$ cat src/rtl/adder_rr_scheduler.sv
// adder_rr_scheduler: round-robin sharing of one 2-bit adder among NUM_REQ requesters
module adder
  (
    input  logic [1:0] a,
    input  logic [1:0] b,
    output logic [2:0] data_out
  );
  assign data_out = 3'(a) + 3'(b);
endmodule

module adder_rr_scheduler #(
    parameter  int NUM_REQ = 4,
    localparam int ID_W    = $clog2(NUM_REQ)
  ) (
    input  logic                 clk,
    input  logic                 rst,
    input  logic [NUM_REQ-1:0]   req_valid,
    input  logic [4*NUM_REQ-1:0] req_flat,
    output logic [NUM_REQ-1:0]   req_ready,
    output logic                 rsp_valid,
    input  logic                 rsp_ready,
    output logic [ID_W+2:0]      rsp_flat,
    output logic                 busy,
    output logic [7:0]           op_count
  );
  typedef enum logic [1:0] {IDLE, EXEC, RESP} state_t;
  state_t state_q, state_d;
  logic [ID_W-1:0] ptr_q, ptr_d, id_q, win, cand;
  logic [1:0]      a_q, b_q;
  logic [2:0]      sum;
  logic [3:0]      lane;
  logic [ID_W+2:0] rsp_flat_q;
  logic [7:0]      op_count_q;
  logic            any_v, accept;
  assign any_v     = |req_valid;
  assign accept    = state_q == IDLE && any_v;
  assign lane      = 4'(req_flat >> {win, 2'b00});
  assign ptr_d     = (win == ID_W'(NUM_REQ - 1)) ? '0 : win + 1'b1;
  assign req_ready = (accept && !rst) ? NUM_REQ'(1) << win : '0;
  assign rsp_valid = state_q == RESP;
  assign busy      = state_q != IDLE;
  assign rsp_flat  = rsp_flat_q;
  assign op_count  = op_count_q;
  adder u_adder (.a(a_q), .b(b_q), .data_out(sum));
  // winner: first valid lane at or above the pointer, wrapping; lowest offset assigned last wins
  always_comb begin
    win  = '0;
    cand = '0;
    for (int k = NUM_REQ - 1; k >= 0; k--) begin
      cand = ID_W'((int'(ptr_q) + k) % NUM_REQ);
      if (req_valid[cand]) win = cand;
    end
  end
  // next state: one exec cycle, then hold the response until it is taken
  always_comb begin
    state_d = (state_q == IDLE) ? (any_v ? EXEC : IDLE) :
              (state_q == EXEC) ? RESP :
              (rsp_ready ? IDLE : RESP);
  end
  // state register
  always_ff @(posedge clk or posedge rst) begin
    if (rst) state_q <= IDLE;
    else     state_q <= state_d;
  end
  // capture on grant, register the sum in EXEC, count completed handshakes
  always_ff @(posedge clk or posedge rst) begin
    if (rst) begin
      ptr_q      <= '0;
      id_q       <= '0;
      a_q        <= '0;
      b_q        <= '0;
      rsp_flat_q <= '0;
      op_count_q <= '0;
    end else begin
      if (accept) begin
        ptr_q <= ptr_d;
        id_q  <= win;
        a_q   <= lane[3:2];
        b_q   <= lane[1:0];
      end
      if (state_q == EXEC) rsp_flat_q <= {id_q, sum};
      if (state_q == RESP && rsp_ready) op_count_q <= op_count_q + 8'd1;
    end
  end
endmodule

$ cat config.mk
export PLATFORM = sky130hd
export DESIGN_NAME = adder_rr_scheduler
export DESIGN_NICKNAME = d
export VERILOG_FILES = /design/src/rtl/adder_rr_scheduler.sv
export SDC_FILE = /design/constraint.sdc
export NUM_CORES = 1
export LEC_CHECK = 0
export ABC_AREA = 1
export ABC_CLOCK_PERIOD_IN_PS = 4300
export CAP_MARGIN = 20
export CORE_UTILIZATION = 27
export DETAILED_ROUTE_END_ITERATION = 10
export HOLD_SLACK_MARGIN = 0.03
export PLACE_DENSITY = 0.59
export SLEW_MARGIN = 10
export SYNTH_ARGS = -nofsm -noshare
export SYNTH_HDL_FRONTEND = slang
export SYNTH_SLANG_ARGS = --single-unit
$ cat constraint.sdc
create_clock -name clk -period 4.3 [get_ports clk]
set_clock_uncertainty 0.15 [all_clocks]
set_input_delay 0.645 -clock clk [delete_from_list [all_inputs] [get_ports clk]]
set_output_delay 0.645 -clock clk [all_outputs]
set_load 0.005 [all_outputs]
==> impl_metrics.py, run 1 <==
metrics = {
    "pwr": {
        "irDropWorstVdd_uv": 225,
        "p_leak_nw": 0.959,
        "power_density_nw_per_um2": 687,
        "power_w": 0.00132,
    },
    "setup_path": {
        "rr_startpoint": "ptr_q[0]",
        "path_buf_inv": 5,
        "cp_top_family": "buffers and inverters",
        "crit_chain": "clkdlybuf4s50_1 > inv_1 > o21ai_1 > nand2_1 > nand3_2 > nand2_1 > nand2_4 > nand2_2 > inv_1 > ha_1 > inv_1 > nor2_1 > clkdlybuf4s50_1",
        "critPathKind": "in2out",
        "crit_slowest_cell": "clkdlybuf4s50_1",
        "timing.critical_path.from": "req_valid[3]",
        "worstPathArrival_ps": 2860,
        "cp.required_ps": 3500,
        "cpPeakStageDelay_ps": 510,
        "cp-end-kind": "output pin",
        "cp.depth": 13,
        "path_max_fanout": 12,
        "ff2ff_path_depth": 11,
        "crit_top_cell": "inv_1",
        "crit_path_start_kind": "input port",
    },
    "yosys": {
        "ys_warn_count": 0,
        "synthFlopType": "dfrtp_1",
        "ys_ff_latch": 23,
        "ys_types": 22,
        "synth_area_leaders": "dfrtp_1 41%, nand2_1 14%, inv_1 8.3%",
        "netlist_area_sq_um": 1400,
        "synth_top_area_share_pct": 41.2,
        "avgSynthCellArea_sq_um": 7.81,
        "synth_top_cell_by_area": "dfrtp_1",
        "synth_fp_nets": 207,
        "synthCells": 179,
        "synth_edf_count": 0,
        "yosysSeqAreaShare_pct": 41.2,
        "async_flop_share_pct": 100,
    },
    "placement": {
        "port_buffers": 41,
        "finalWeightedCongestion": 0.755,
        "dpl.hpwl_um": 2350,
    },
    "floorplan": {
        "die_area_sq_um": 5470,
        "rows": 25,
        "ios": 42,
        "die_y_um": 73.9,
        "initial_utilization_pct": 28.8,
        "coreArea_sq_um": 4850,
        "die_w_um": 73.9,
    },
    "grt": {
        "track_usage_pct": 11.8,
        "antenna_found_initial": 0,
        "grt_pass1_wl_um": 5000,
        "grt_start_max_net_pins": 24,
        "grt_pass1_vias": 1134,
        "overflow": 0,
    },
    "cells_and_area": {
        "drive_above_1_share_pct": 7.21,
        "nFillCells": 518,
        "layout_commonest_cell": "nand2_1",
        "antenna_cells": 0,
        "finalNetCount": 251,
        "area_growth_pct": 37.1,
        "final_cell_mix": "51 x nand2_1, 41 x clkdlybuf4s50_1, 31 x inv_1",
    },
    "clocking": {
        "tritoncts": "built",
        "cts-root-buf": "clkbuf_8",
        "post_cts_buffers": 0,
        "numCtsBuffers": 3,
        "cts_buffer_depth": 2,
        "postCtsHoldBufs": 0,
        "cts.htree.levels": 1,
        "path_clk_slew_ps": 80,
        "cts.sinks": 23,
        "cts_resized": 0,
        "clk-insertion-delay-late_ps": 260,
    },
    "sta": {
        "final.period_utilization_pct": 85.0,
        "slew_violations": 0,
        "worst_slew_pin_slew_ps": 841,
        "setup_viol": 0,
        "finalSetupTns_ps": 0,
        "fmax_mhz": 274,
        "slew_headroom_pct": 43.9,
        "rsz0062_at_grt": "no",
        "hold_viol_final": 0,
        "period_minus_slack_ps": 3650,
    },
    "detailed_routing": {
        "vias": 1210,
        "dr.pass1.iters": 4,
        "drt-wirelength-per-cell_um": 10.2,
        "drt_iter0_drc": 18,
        "ant_nets": 0,
        "drc": 0,
        "drt_wl_total_um": 2950,
        "vias_per_cell": 4.19,
    },
    "min_path": {
        "min_from": "op_count[7]",
        "min_path_type": "reg2reg",
        "hold_path_depth": 1,
    },
    "outcome": {
        "outcome": "finished, final reports clean",
    },
    "job": {
        "drv_cap": 0,
    },
}
==> worst reg2reg max path: cells and delay by family, from the launching register on <==
| kind | cells | cell delay [ps] |
|---|---|---|
| adder cells (fa/ha/maj) | 1 | 310 |
| buffers and inverters | 3 | 420 |
| AND/OR/NAND/NOR | 6 | 770 |
| AO/OA/AOI/OAI | 1 | 70 |
| flip-flops | 1 | 500 |
==> synthesized netlist by cell type, types with 2 or more instances <==
library cell,count
nand2_1,51
inv_1,31
dfrtp_1,23
nand3_1,21
nor2_1,12
mux2_2,5
o21ai_0,5
xnor2_1,5
ha_1,4
nand3b_1,3
xor2_1,3
a31oi_1,2
buf_6,2
nand3_2,2
o21a_1,2
o21ai_1,2
==> logic make-up (layout without fill, tap and decap cells) <==
| group | after synthesis | count (layout) | synth area share [%] |
|---|---|---|---|
| AND/OR/NAND/NOR | 92 | 92 | 29.2 |
| buffers and inverters | 34 | 77 | 10.5 |
| flip-flops | 23 | 23 | 41.2 |
| multiplexers | 5 | 5 | 4.03 |
| XOR/XNOR | 8 | 8 | 5.01 |
| AO/OA/AOI/OAI | 12 | 12 | 5.10 |
| adder cells (fa/ha/maj) | 5 | 5 | 5.01 |
==> registers in the layout, summed over array words and instances (netlist names) <==
register  count
state_q       2
ptr_q         2
b_q           2
a_q           2
id_q          2
op_count      8
rsp_flat      5
==> layer usage <==
layer	vias to the layer above	GRT usage (%)	part of all wire, %
met5	-	0	0
met4	0	3.85	1.6
met3	5	2.03	3.2
met2	25	19.7	46
met1	542	15.5	49
li1	638	-	-
==> cell type report <==
type                    count  area [sq um]  share of cell area (%)
clock buffers               3          41.3                    2.16
well taps                  67          83.8                    4.38
inverters                  31           116                    6.07
repair buffers             42           418                    21.8
multi-input cells         122           676                    35.3
clock inverters             1          5.00                   0.261
flip-flops and latches     23           576                    30.0
==> final timing paths <==
path	endpoint	slack (ps)
min in group asynchronous	a_q[0]	760
max in group asynchronous	op_count[3]	2720
setup / recovery	req_ready[3]	650
hold / removal	op_count[7]	320
hold reg to reg	op_count[7]	320
setup reg to reg	ptr_q[1]	1980
==> per-stage QoR <==
step	setup slack (ps)	util [%]	std cells	hold slack, ps	cell area [sq um]
2_1_floorplan	1780	-	179	305	1400
3_3_place_gp	694	38.6	285	311	1870
3_5_place_dp	640	38.6	285	314	1870
4_1_cts	627	39.5	289	329	1920
5_1_grt	414	39.5	289	357	1920
6_report	646	39.5	289	320	1920
==> power breakdown <==
part	internal (W)	switching (W)	total, W
clock network	0.0000646	0.0000671	0.000132
registers	0.000310	0.0000759	0.000386
logic	0.000368	0.000430	0.000799
No activity file was read; power rests on OpenSTA's default activity.
==> run 2: changes to the inputs <==
Settings changed: ABC_CLOCK_PERIOD_IN_PS 4300 to 3150, PLACE_DENSITY 0.59 to 0.61.
Clock period 4.3 ns to 3.15 ns, I/O delays scaled along.
==> run 2 against run 1 <==
Compared with the run above: clock power increased by 35%; critical path depth decreased by 3; hold slack got worse by 2.8 ps; cell count increased by 2.1%; non-clock buffer count increased by 6; largest power group unchanged; highest routed layer unchanged.
==> impl_metrics.py, run 2 (synthesis gave the netlist of run 1 again) <==
metrics = {
    "setup_path": {
        "crit_path_start_kind": "input port",
        "critPathKind": "in2out",
        "path_max_fanout": 4,
        "ff2ff_path_depth": 11,
        "rrSetupSlack_ps": 1210,
        "worstPathArrival_ps": 2350,
        "cp.required_ps": 2530,
        "cp-end-kind": "output pin",
        "rr_startpoint": "ptr_q[0]",
        "worstReg2RegEnd": "ptr_q[1]",
    },
    "floorplan": {
        "die_area_sq_um": 5470,
        "die_w_um": 73.9,
        "die_y_um": 73.9,
        "ios": 42,
        "initial_utilization_pct": 28.8,
        "coreArea_sq_um": 4850,
        "rows": 25,
    },
    "sta": {
        "worst_slew_pin_slew_ps": 858,
        "slew_headroom_pct": 42.7,
        "final.period_utilization_pct": 94.3,
        "hold_viol_final": 0,
        "period_minus_slack_ps": 2970,
        "slew_violations": 0,
        "rsz0062_at_grt": "no",
        "finalSetupTns_ps": 0,
        "fmax_mhz": 337,
        "setup_viol": 0,
    },
    "cells_and_area": {
        "finalNetCount": 257,
        "antenna_cells": 0,
        "drive_above_1_share_pct": 12.3,
        "final_cells": 295,
        "area_growth_pct": 42.3,
        "largest_reg_flops": 8,
        "layout_commonest_cell": "nand2_1",
        "final_cell_mix": "49 x nand2_1, 37 x clkdlybuf4s50_1, 30 x inv_1",
    },
    "clocking": {
        "cts_buffer_depth": 2,
        "path_clk_slew_ps": 80,
        "tritoncts": "built",
        "postCtsHoldBufs": 0,
        "cts-root-buf": "clkbuf_8",
        "cts.htree.levels": 1,
        "numCtsBuffers": 3,
        "clk-insertion-delay-late_ps": 260,
        "cts.sinks": 23,
    },
    "detailed_routing": {
        "ant_nets": 0,
        "drt_iter0_drc": 23,
        "drt-wirelength-per-cell_um": 10.1,
        "drt-met1-wl_um": 1430,
        "drt_wl_total_um": 2970,
        "met2_length_um": 1410,
        "vias": 1248,
        "dr.pass1.iters": 4,
        "topRoutingLayerUsed": "met4",
        "dr_wl_met3_um": 101,
        "vias_per_cell": 4.23,
        "drc": 0,
    },
    "placement": {
        "dpl.hpwl_um": 2390,
        "dp_cells": 290,
        "port_buffers": 41,
        "finalWeightedCongestion": 0.749,
    },
    "pwr": {
        "power_density_nw_per_um2": 966,
        "p_leak_nw": 1.04,
        "irDropWorstVdd_uv": 360,
    },
    "grt": {
        "overflow": 0,
        "grt_pass1_vias": 1194,
        "antenna_found_initial": 0,
        "grt_pass1_wl_um": 5040,
        "track_usage_pct": 11.7,
        "grt_start_max_net_pins": 24,
    },
    "job": {
        "drv_cap": 0,
    },
    "min_path": {
        "min_path_type": "reg2reg",
        "hold_end": "op_count[7]",
        "min_from": "op_count[7]",
        "hold_path_depth": 1,
    },
    "outcome": {
        "outcome": "finished, final reports clean",
    },
}
run 2: worst max-delay path, stage by stage:
cell,delay [ps]
clkdlybuf4s50_1,480
inv_1,70
o21ai_2,170
buf_4,130
nand3b_1,130
nand2_1,130
inv_1,100
nand2_1,70
nor2_1,90
clkdlybuf4s50_1,500
run 2: power breakdown:
part | total (W) | switching (W) | internal, W
clock | 0.000178 | 0.0000882 | 0.0000901
combinational | 0.00121 | 0.000619 | 0.000592
sequential | 0.000532 | 0.000107 | 0.000425
total | 0.00192 | 0.000815 | 0.00111
run 2: through the flow:
stage          power, W  util, %  hold WS, ps  setup slack, ps  area, sq um
5_1_grt         0.00215     41.0          354             10.6         1990
3_5_place_dp    0.00173     39.3          308             44.1         1910
4_1_cts         0.00192     40.3          320             29.5         1950
2_1_floorplan   0.00131        -          305              960         1400
3_3_place_gp    0.00172     39.3          306             69.1         1910
6_report        0.00192     41.0          317              180         1990
run 2: layer usage:
layer	GRT usage [%]	vias up
met2	19.6	21
met3	2.17	2
met1	15.6	576
li1	-	649
met4	3.21	0
met5	0	-
run 2: how the worst max path moves through the flow:
stage / start / to
floorplan: ptr_q[0] / req_ready[3]
detailed placement: req_valid[1] / req_ready[3]
finish: req_valid[0] / req_ready[1]
global placement: req_valid[3] / req_ready[3]
global route: req_valid[0] / req_ready[1]
CTS: req_valid[1] / req_ready[3]
run 2: final cells by class:
class / count / area [sq um]
fill: 517 / 2860
multi-input combinational: 122 / 694
sequential: 23 / 577
timing repair buffer: 48 / 473
inverter: 31 / 116
tap: 67 / 83.8
clock buffer: 4 / 45.0
run 2: repair_timing:
item | 4_1_cts | 5_1_grt
buffers inserted | 0 | 1
resized for setup | 0 | 11
endpoints found under the setup margin | 0 | 4
==> run 3: changes to the inputs <==
Settings changed: SKIP_LAST_GASP from default to 1.
==> results of run 3 <==
Final layout, timing and power as in run 2 (identical DEF).
